**src/rtl/complex_div_operand_collector.sv**
```systemverilog
// Operand collector feeding complex_div: gathers a, b, c, d words from a
// valid/ready stream into one packed set, with one set assembling while the
// previous one waits in the output slot for the divider.
module complex_div_operand_collector #(
  parameter int WIDTH        = 64,
  parameter int NUM_OPERANDS = 4
) (
  input  logic                                  clk_i,
  input  logic                                  rst_i,
  input  logic                                  flush_i,
  input  logic                                  word_valid_i,
  output logic                                  word_ready_o,
  input  logic [WIDTH-1:0]                      word_i,
  output logic                                  out_valid_o,
  input  logic                                  out_ready_i,
  output logic [NUM_OPERANDS-1:0][WIDTH-1:0]    operands_o,
  output logic                                  zero_div_o,
  output logic [$clog2(NUM_OPERANDS)-1:0]       count_o,
  output logic                                  busy_o
);

  localparam int CW = $clog2(NUM_OPERANDS);
  localparam logic [CW-1:0] LAST_IDX = CW'(NUM_OPERANDS - 1);
  localparam int C_IDX = NUM_OPERANDS - 2;
  localparam int D_IDX = NUM_OPERANDS - 1;

  typedef enum logic {COLLECT, HOLD} state_t;

  state_t                            state;
  logic [CW-1:0]                     cnt;
  logic [WIDTH-1:0]                  asm_q [NUM_OPERANDS-1];
  logic [WIDTH-1:0]                  asm_last;
  logic                              asm_full;
  logic                              slot_free;
  logic                              accept;
  logic [NUM_OPERANDS-1:0][WIDTH-1:0] direct_set;
  logic [NUM_OPERANDS-1:0][WIDTH-1:0] hold_set;

  // Divisor component is zero when everything except the sign bit is clear.
  function automatic logic is_zero(input logic [WIDTH-1:0] x);
    return x[WIDTH-2:0] == '0;
  endfunction

  assign asm_full     = (state == HOLD);
  assign word_ready_o = !asm_full && !flush_i;
  assign accept       = word_valid_i && word_ready_o;
  assign slot_free    = !out_valid_o || out_ready_i;
  assign count_o      = cnt;
  assign busy_o       = (cnt != '0) || asm_full || out_valid_o;

  // Candidate sets: completing word straight from the input, or the parked last word.
  always_comb begin
    direct_set = '0;
    hold_set   = '0;
    for (int i = 0; i < NUM_OPERANDS - 1; i++) begin
      direct_set[i] = asm_q[i];
      hold_set[i]   = asm_q[i];
    end
    direct_set[D_IDX] = word_i;
    hold_set[D_IDX]   = asm_last;
  end

  // Assembly/hold state machine and the registered output slot.
  always_ff @(posedge clk_i or posedge rst_i) begin
    if (rst_i) begin
      state       <= COLLECT;
      cnt         <= '0;
      asm_last    <= '0;
      for (int i = 0; i < NUM_OPERANDS - 1; i++) asm_q[i] <= '0;
      out_valid_o <= 1'b0;
      zero_div_o  <= 1'b0;
      operands_o  <= '0;
    end else if (flush_i) begin
      state       <= COLLECT;
      cnt         <= '0;
      out_valid_o <= 1'b0;
    end else begin
      if (out_valid_o && out_ready_i) out_valid_o <= 1'b0;
      case (state)
        COLLECT: begin
          if (accept) begin
            if (cnt != LAST_IDX) begin
              for (int i = 0; i < NUM_OPERANDS - 1; i++)
                if (cnt == CW'(i)) asm_q[i] <= word_i;
              cnt <= cnt + 1'b1;
            end else if (slot_free) begin
              operands_o  <= direct_set;
              zero_div_o  <= is_zero(direct_set[C_IDX]) && is_zero(direct_set[D_IDX]);
              out_valid_o <= 1'b1;
              cnt         <= '0;
            end else begin
              asm_last <= word_i;
              state    <= HOLD;
            end
          end
        end
        HOLD: begin
          if (out_ready_i) begin
            operands_o  <= hold_set;
            zero_div_o  <= is_zero(hold_set[C_IDX]) && is_zero(hold_set[D_IDX]);
            out_valid_o <= 1'b1;
            cnt         <= '0;
            state       <= COLLECT;
          end
        end
        default: state <= COLLECT;
      endcase
    end
  end

endmodule

```
**config.mk**
```make
export PLATFORM = sky130hd
export DESIGN_NAME = complex_div_operand_collector
export DESIGN_NICKNAME = d
export VERILOG_FILES = /design/src/rtl/complex_div_operand_collector.sv
export SDC_FILE = /design/constraint.sdc
export NUM_CORES = 1
export LEC_CHECK = 0
export BUFFER_PORTS_ARGS = -buffer_cell sky130_fd_sc_hd__buf_2
export CAP_MARGIN = 20
export CORE_MARGIN = 2
export CORE_UTILIZATION = 35
export DETAILED_ROUTE_END_ITERATION = 10
export PLACE_DENSITY = 0.54
export SYNTH_ARGS = -nofsm -noshare
export SYNTH_HDL_FRONTEND = slang
export SYNTH_SLANG_ARGS = --single-unit
```
**constraint.sdc**
```tcl
create_clock -name clk_i -period 13.9 [get_ports clk_i]
set_input_delay 0.695 -clock clk_i [delete_from_list [all_inputs] [get_ports clk_i]]
set_output_delay 0.695 -clock clk_i [all_outputs]
set_load 0.005 [all_outputs]
```
==> results of run 1 <==
==> final timing paths <==
path / startpoint / to / cells after the start
min in group clk_i: flush_i / asm_full / 2
max in group clk_i: asm_full / operands_o[161] / 5
worst max-delay path: rst_i / operands_o[194] / 5
worst min register to register: asm_q[113] / operands_o[113] / 1
worst min-delay path: rst_i / operands_o[53] / 2
worst max register to register: asm_full / operands_o[161] / 5
==> area by class of cell <==
cell class | count | area share
tap | 765 | 0.0391
multi-input combinational | 737 | 0.282
inverter | 4 | 0.000767
sequential | 517 | 0.529
clock buffer | 84 | 0.0657
timing repair buffer | 344 | 0.0741
clock inverter | 18 | 0.00961
==> worst max-delay path, cell delays in order <==
cell and delay, ns:
buf_2 0.11, clkinvlp_4 0.50, buf_4 0.74, buf_4 0.87, buf_4 0.77
==> logic make-up (layout without fill, tap and decap cells) <==
kind of cell / count (synthesis) / count (layout) / synth area share
AO/OA/AOI/OAI: 72 / 72 / 0.0185
buffers and inverters: 72 / 450 / 0.0234
multiplexers: 514 / 514 / 0.281
adder cells (fa/ha/maj): 4 / 4 / 0.00247
flip-flops: 517 / 517 / 0.638
AND/OR/NAND/NOR: 147 / 147 / 0.0367
==> registers in the layout, indices dropped and copies added, names as in the netlist <==
signal / flops
asm_full: 1
asm_last: 64
asm_q: 192
count_o: 2
operands_o: 256
out_valid_o: 1
zero_div_o: 1
==> power groups by stage <==
stage               Clock (uW)  Combinational [uW]  Sequential (uW)
floorplan                    0                 314             1960
global placement             0                 589             1970
global route              1600                 646             2000
finish                    1490                 584             1960
detailed placement           0                 601             1990
CTS                       1530                 603             1960
==> routing by layer <==
| metal | vias to the layer above | track usage |
|---|---|---|
| met5 | - | 0 |
| met4 | 0 | 0.0402 |
| met3 | 71 | 0.0396 |
| met2 | 247 | 0.285 |
| met1 | 6369 | 0.241 |
| li1 | 5454 | - |
==> cells in the final DEF (no fill, tap or decap), drive strengths merged, types with 2 or more instances in the layout <==
master	n
nor3	4
inv	4
nor2	70
a21oi	68
nor4	48
nand4	13
clkbuf	84
nor2b	2
ha	4
nand2	7
dfrtp	517
clkinv	10
mux2	449
clkinvlp	3
buf	344
mux2i	65
bufinv	5
==> stage by stage <==
stage / hold slack [ns] / worst slack [ns] / std cells / utilization / power [uW]
2_1_floorplan: 0.459 / 6.18 / 1326 / - / 2270
3_3_place_gp: 0.468 / 10.0 / 2365 / 0.393 / 2560
3_5_place_dp: 0.472 / 9.88 / 2365 / 0.393 / 2590
4_1_cts: 0.216 / 10.52 / 2467 / 0.425 / 4100
5_1_grt: 0.250 / 10.15 / 2469 / 0.426 / 4240
6_report: 0.221 / 10.69 / 2469 / 0.426 / 4030
==> impl_metrics.env, run 1 <==
export IMPL_cts_sinks=517
export IMPL_fp_dieH_microns=245
export IMPL_drv_slew=0
export IMPL_netlist_area_leader_share=0.638
export IMPL_power_density_nw_per_um2=165
export IMPL_globalplace_congestion=0.740
export IMPL_globalRouteOverflowTotal=0
export IMPL_dr_pass1_iters=4
export IMPL_fill_cells=5428
export IMPL_synth_seq_cells=517
export IMPL_wl_met3_microns=2900
export IMPL_p_sw_frac=0.255
export IMPL_initial_core_util=0.353
export IMPL_p_seq_frac=0.487
export IMPL_grt_first_pass_wirelength_microns=80400
export IMPL_period_share=0.231
export IMPL_tightest_slew_ns=1.13
export IMPL_drt_total_wl_microns=52600
export IMPL_dp_hpwl_microns=35500
export IMPL_ant_nets=0
export IMPL_async_flop_share=1.00
export IMPL_worst_hold_path_type="input port to asynchronous set/reset pin"
export IMPL_clk_pin_slew_ns=0.06
export IMPL_wl_per_cell_microns=21.3
export IMPL_final_nets=1732
export IMPL_track_usage=0.176
export IMPL_maxCapViolCount=0
export IMPL_setup_viol=0
export IMPL_max_freq_mhz=311
export IMPL_cp_max_fo=76
export IMPL_areaGrowthSynthToFinish_pct=20.6
export IMPL_syn_avg_cell_area_sq_um=15.3
export IMPL_dpl_cell_area_sq_um=22600
export IMPL_synth_top_cells_by_count="dfrtp_1, mux2_2, a21oi_1, nor2_1, mux2i_1"
export IMPL_cts_buffers=55
export IMPL_yosysTopAreaCell="dfrtp_1"
export IMPL_grt_max_degree=183
export IMPL_h_tree_depth=2
export IMPL_dieArea_sq_um=59900
export IMPL_tns_ns=0
export IMPL_slew_limit_headroom=0.245
export IMPL_drt_vias_per_instance=4.92
export IMPL_regArea_sq_um=12900
export IMPL_wl_met2_microns=25100
export IMPL_p_comb_frac=0.145
export IMPL_critPathLaunchType="input port"
export IMPL_p_clk_frac=0.369
export IMPL_grt_pass1_vias=12600
export IMPL_critPathArrivalTime_ns=3.84
export IMPL_grt_setup_unrepaired="false"
export IMPL_port_buffers=330
export IMPL_multi_input_area_sq_um=6900
export IMPL_ys_warn_count=0
export IMPL_cellLeakagePower_uw=0.0121
export IMPL_core_area_sq_um=57500
export IMPL_cts_buffer_depth=3
export IMPL_syn_nets=1399
export IMPL_cts_tree="done"
export IMPL_r2r_slack_ns=10.86
export IMPL_p_sw_uw=1030
export IMPL_status="finished, final reports clean"
export IMPL_met1Wirelength_microns=23600
export IMPL_root_buffer="clkbuf_16"
export IMPL_layout_drive_gt1_share=0.514
export IMPL_post_route_drc_count=0
export IMPL_antenna_found_initial=0
export IMPL_yosysMostFrequentCell="dfrtp_1"
export IMPL_die_w_microns=245
export IMPL_cts_resized=0
export IMPL_worst_setup_path_type="input port to asynchronous set/reset pin"
export IMPL_synth_cell_type_count=29
export IMPL_finalHoldViolCount=0
export IMPL_synth_area_leaders="dfrtp_1, mux2_2, mux2i_1"
export IMPL_fin_area_sq_um=24500
export IMPL_cts_hold_fix_buffers=0
export IMPL_vias=12100
export IMPL_n_antenna_cell=0
export IMPL_period_needed_ns=3.21
export IMPL_row_count=88
export IMPL_ir_drop_v=0.0000981
export IMPL_ys_flop_type="dfrtp_1"
export IMPL_end_kind="asynchronous set/reset pin"
export IMPL_highest_layer="met4"
export IMPL_clock_latency_ns=0.60
export IMPL_drt_iter0_markers=491
export IMPL_ioPinCount=331
export IMPL_synth_edf_count=0
export IMPL_crit_required_ns=14.53
export IMPL_clock_skew_ns=0.0174
export IMPL_p_int_uw=3000
export IMPL_syn_cell_area_sq_um=20300
export IMPL_yosysSeqAreaShare=0.638
export IMPL_postCtsSetupBuffers=0
export IMPL_syn_inst=1326
Power figures use the tool's default switching activity.
==> inputs of run 2 (changes only) <==
Clock period 13.9 ns to 2.95 ns, I/O delays scaled along.
==> run 2 against run 1 <==
  * Routed wire length is 1.8% higher
  * Count of clock-buffer cells in the layout is 5 lower
  * Clock power increased to 4.8 times the previous value
  * Final area rose by 3.9%
  * Register-to-register slack worse by 10 ns
  * Total power rose to 4.8 times the previous value
  * Non-clock buffer count is 86 higher
  * Combinational power grew to 4.9 times the previous value
==> impl_metrics.env, run 2 (synthesis results as in run 1) <==
export IMPL_p_seq_frac=0.479
export IMPL_top_register="operands_o"
export IMPL_die_w_microns=245
export IMPL_regArea_sq_um=12900
export IMPL_worst_hold_path_type="input port to flip-flop"
export IMPL_reg_top3="operands_o x256, asm_q x192, asm_last x64"
export IMPL_min_delay_start="word_i[0]"
export IMPL_power_density_nw_per_um2=757
export IMPL_globalplace_congestion=0.743
export IMPL_drt_total_wl_microns=53600
export IMPL_maxCapViolCount=0
export IMPL_fp_dieH_microns=245
export IMPL_startpoint="asm_full"
export IMPL_drt_vias_per_instance=4.87
export IMPL_grt_pass1_vias=13000
export IMPL_row_count=88
export IMPL_finalHoldViolCount=0
export IMPL_cts_hold_fix_buffers=68
export IMPL_dp_slack_ns=0.505
export IMPL_p_sw_uw=4920
export IMPL_areaGrowthSynthToFinish_pct=25.3
export IMPL_fill_cells=5349
export IMPL_multi_input_area_sq_um=6900
export IMPL_ir_drop_v=0.000459
export IMPL_dieArea_sq_um=59900
export IMPL_cts_resized=0
export IMPL_tightest_slew_ns=0.813
export IMPL_worst_setup_path_type="flip-flop to flip-flop"
export IMPL_p_int_uw=14300
export IMPL_port_buffers=330
export IMPL_post_route_drc_count=0
export IMPL_ant_nets=0
export IMPL_postCtsSetupBuffers=0
export IMPL_ioPinCount=331
export IMPL_grt_first_pass_wirelength_microns=82600
export IMPL_p_clk_frac=0.371
export IMPL_period_share=0.843
export IMPL_root_buffer="clkbuf_16"
export IMPL_grt_max_degree=112
export IMPL_period_needed_ns=2.49
export IMPL_cts_sinks=517
export IMPL_cts_tree="done"
export IMPL_max_freq_mhz=402
export IMPL_core_area_sq_um=57500
export IMPL_slew_limit_headroom=0.453
export IMPL_antenna_found_initial=0
export IMPL_cellLeakagePower_uw=0.0126
export IMPL_clk_pin_slew_ns=0.06
export IMPL_track_usage=0.180
export IMPL_vias=12400
export IMPL_critPathArrivalTime_ns=3.02
export IMPL_crit_required_ns=3.48
export IMPL_cts_buffer_depth=3
export IMPL_largest_reg_flops=256
export IMPL_power_uw=19200
export IMPL_r2r_start="asm_full"
export IMPL_final_nets=1819
export IMPL_n_antenna_cell=0
export IMPL_setup_viol=0
export IMPL_status="finished, final reports clean"
export IMPL_clock_latency_ns=0.61
export IMPL_end_kind="flip-flop"
export IMPL_h_tree_depth=2
export IMPL_dr_pass1_iters=5
export IMPL_grt_setup_unrepaired="false"
export IMPL_p_sw_frac=0.256
export IMPL_final_common_cell="dfrtp_1"
export IMPL_dp_hpwl_microns=36900
export IMPL_cp_max_fo=37
export IMPL_drt_iter0_markers=412
export IMPL_initial_core_util=0.353
export IMPL_p_comb_frac=0.150
export IMPL_layout_drive_gt1_share=0.503
export IMPL_cts_buffers=56
export IMPL_wl_per_cell_microns=20.9
export IMPL_final_setup_worst_slack_ns=0.463
export IMPL_critPathLaunchType="flip-flop"
export IMPL_globalRouteOverflowTotal=0
export IMPL_clock_skew_ns=0.0162
export IMPL_final_cell_mix="dfrtp_1, mux2_2, buf_2"
export IMPL_drv_slew=0
-- run 2: area by class of cell --
class	count	share of cell area
tap	765	0.0376
inverter	4	0.000738
clock inverter	26	0.0119
multi-input combinational	737	0.271
sequential	517	0.509
clock buffer	79	0.0625
timing repair buffer	430	0.107
-- run 2: worst max-delay path: stages, from the launching register on --
cell and delay, ns:
dfrtp_4 0.47, buf_4 0.49, buf_4 0.64, nor2b_1 0.20
a221o_1 0.37, a21oi_1 0.14
-- run 2: power by group through the flow --
stage          registers (uW)  clock network, uW  logic (uW)
6_report                 9220               7140        2880
2_1_floorplan            9240                  0        1480
3_5_place_dp             9340                  0        2890
3_3_place_gp             9290                  0        2840
5_1_grt                  9410               7650        3170
4_1_cts                  9230               7370        2970
-- run 2: layer usage --
layer	GRT usage	up-vias	part of all wire
li1	-	5625	-
met5	0	-	0
met2	0.286	260	0.47
met4	0.0558	0	0.023
met1	0.246	6495	0.45
met3	0.0399	69	0.053
-- run 2: metrics by stage --
stage          cell area [sq um]  hold WS [ns]  cells  TNS (ns)   util
2_1_floorplan              20300         0.211   1326  -2181.62      -
5_1_grt                    25400       0.00928   2558         0  0.442
6_report                   25400        0.0111   2558         0  0.442
3_5_place_dp               22900         0.160   2385         0  0.398
3_3_place_gp               22900         0.164   2385         0  0.398
4_1_cts                    25400       0.00454   2558         0  0.442
-- run 2: worst paths after layout --
kind / cells after the start / slack, ns / end
setup / recovery: 5 / 0.46 / count_o[1]
hold / removal: 3 / 0.01 / operands_o[192]
setup reg to reg: 5 / 0.46 / count_o[1]
hold reg to reg: 1 / 0.48 / operands_o[115]
max in group asynchronous: 5 / 1.85 / asm_q[145]
min in group asynchronous: 3 / 0.09 / asm_q[179]
==> inputs of run 3 (changes only) <==
Settings changed: PLACE_DENSITY 0.54 to 0.52.
Clock period 2.95 ns to 2.4 ns, I/O delays scaled along.
==> run 3 against run 2 <==
  * Maximum frequency is 15% higher
  * Sequential cell count stayed put
  * Clock power is 18% higher
  * Largest cell class unchanged
  * Sequential share of layout area is 0.29 points lower
  * Highest routed layer unchanged
  * First-iteration DRC count is 10% higher
  * Final area is 0.57% higher
  * Register-to-register slack worse by 0.22 ns
==> impl_metrics.env, run 3 (synthesis results as in run 1) <==
export IMPL_tightest_slew_ns=0.771
export IMPL_p_int_uw=17400
export IMPL_period_needed_ns=2.16
export IMPL_grt_max_degree=80
export IMPL_cts_sinks=517
export IMPL_cts_buffer_depth=3
export IMPL_initial_core_util=0.353
export IMPL_core_area_sq_um=57500
export IMPL_clock_latency_ns=0.60
export IMPL_critPathArrivalTime_ns=2.63
export IMPL_worst_setup_path_type="flip-flop to flip-flop"
export IMPL_cts_buffers=56
export IMPL_die_w_microns=245
export IMPL_postCtsSetupBuffers=0
export IMPL_dp_hpwl_microns=38200
export IMPL_layout_drive_gt1_share=0.506
export IMPL_p_sw_uw=5990
export IMPL_ir_drop_v=0.000541
export IMPL_n_antenna_cell=0
export IMPL_critPathLaunchType="flip-flop"
export IMPL_final_nets=1844
export IMPL_p_seq_frac=0.487
export IMPL_h_tree_depth=2
export IMPL_crit_required_ns=2.88
export IMPL_setup_viol=0
export IMPL_drt_iter0_markers=454
export IMPL_p_clk_frac=0.362
export IMPL_row_count=88
export IMPL_drt_vias_per_instance=4.88
export IMPL_end_kind="flip-flop"
export IMPL_dieArea_sq_um=59900
export IMPL_worst_hold_path_type="input port to flip-flop"
export IMPL_p_sw_frac=0.257
export IMPL_clk_pin_slew_ns=0.06
export IMPL_period_share=0.898
export IMPL_drt_total_wl_microns=54500
export IMPL_antenna_found_initial=0
export IMPL_multi_input_area_sq_um=6900
export IMPL_root_buffer="clkbuf_16"
export IMPL_drv_slew=0
export IMPL_globalRouteOverflowTotal=0
export IMPL_maxCapViolCount=0
export IMPL_post_route_drc_count=0
export IMPL_vias=12600
export IMPL_p_comb_frac=0.151
export IMPL_track_usage=0.183
export IMPL_cp_max_fo=24
export IMPL_power_uw=23400
export IMPL_grt_setup_unrepaired="false"
export IMPL_largest_reg_flops=256
export IMPL_clock_skew_ns=0.0158
export IMPL_slew_limit_headroom=0.486
export IMPL_top_register="operands_o"
export IMPL_grt_pass1_vias=13100
export IMPL_final_common_cell="dfrtp_1"
export IMPL_reg_top3="operands_o x256, asm_q x192, asm_last x64"
export IMPL_final_util=0.445
export IMPL_status="finished, final reports clean"
export IMPL_cts_tree="done"
export IMPL_regArea_sq_um=12900
export IMPL_ioPinCount=331
export IMPL_ant_nets=0
export IMPL_globalplace_congestion=0.780
export IMPL_grt_first_pass_wirelength_microns=83600
export IMPL_finalHoldViolCount=0
export IMPL_cellLeakagePower_uw=0.0127
export IMPL_dr_pass1_iters=4
export IMPL_tns_ns=0
export IMPL_power_density_nw_per_um2=913
export IMPL_wl_per_cell_microns=21.2
export IMPL_areaGrowthSynthToFinish_pct=26.0
export IMPL_fp_dieH_microns=245
export IMPL_port_buffers=330
export IMPL_fill_cells=5325
export IMPL_final_cell_mix="dfrtp_1, mux2_2, buf_2, dlygate4sd3_1"
export IMPL_max_freq_mhz=464
==> run 3: layer usage <==
layer / wire, microns / vias to the layer above / global-route usage / part of all wire
met5: 0 / - / 0 / 0
met4: 926 / 0 / 0.0468 / 0.017
met3: 2690 / 61 / 0.0395 / 0.049
met2: 26300 / 230 / 0.299 / 0.48
met1: 24600 / 6592 / 0.249 / 0.45
li1: - / 5680 / - / -
==> run 3: worst paths after layout <==
check / from / to / slack [ns] / cells after the start
max: count_o[0] / operands_o[89] / 0.24 / 6
min: word_valid_i / count_o[0] / 0.06 / 4
max reg2reg: count_o[0] / operands_o[89] / 0.24 / 6
min reg2reg: operands_o[110] / operands_o[110] / 0.48 / 1
max in group asynchronous: rst_i / operands_o[2] / 1.36 / 5
min in group asynchronous: rst_i / operands_o[115] / 0.11 / 3
==> run 3: cell type report <==
class | count | share of cell area
Inverter | 4 | 0.000734
Timing Repair Buffer | 455 | 0.116
Clock buffer | 83 | 0.0639
Clock inverter | 15 | 0.00631
Sequential cell | 517 | 0.506
Tap cell | 765 | 0.0374
Multi-Input combinational cell | 737 | 0.270
==> run 3: through the flow <==
stage / area (sq um) / hold WS (ns) / instances / setup slack (ns)
6_report: 25600 / 0.0564 / 2576 / 0.245
5_1_grt: 25600 / 0.0532 / 2576 / 0.120
4_1_cts: 25600 / 0.00938 / 2576 / 0.210
3_5_place_dp: 23100 / 0.186 / 2409 / 0.229
3_3_place_gp: 23100 / 0.186 / 2409 / 0.274
2_1_floorplan: 20300 / 0.183 / 1326 / -4.74
==> run 3: what timing repair did <==
item | 4_1_cts | 5_1_grt
hold buffers | 69 | 0
endpoints found under the setup margin | 0 | 0
hold endpoints to repair | 458 | 0
resized for setup | 0 | 0
==> run 3: power by group through the flow <==
stage | Clock [uW] | Combinational [uW] | Sequential [uW]
finish | 8450 | 3530 | 11400
global route | 9080 | 3910 | 11600
CTS | 8710 | 3650 | 11400
detailed placement | 0 | 3550 | 11500
global placement | 0 | 3480 | 11500
floorplan | 0 | 1820 | 11400
==> run 3: worst max-delay path, stage by stage (launching register included) <==
cell and delay [ns]:
dfrtp_1 0.39, ha_1 0.31, a21oi_1 0.15, nor3_4 0.19
buf_12 0.24, buf_4 0.34, mux2_2 0.38
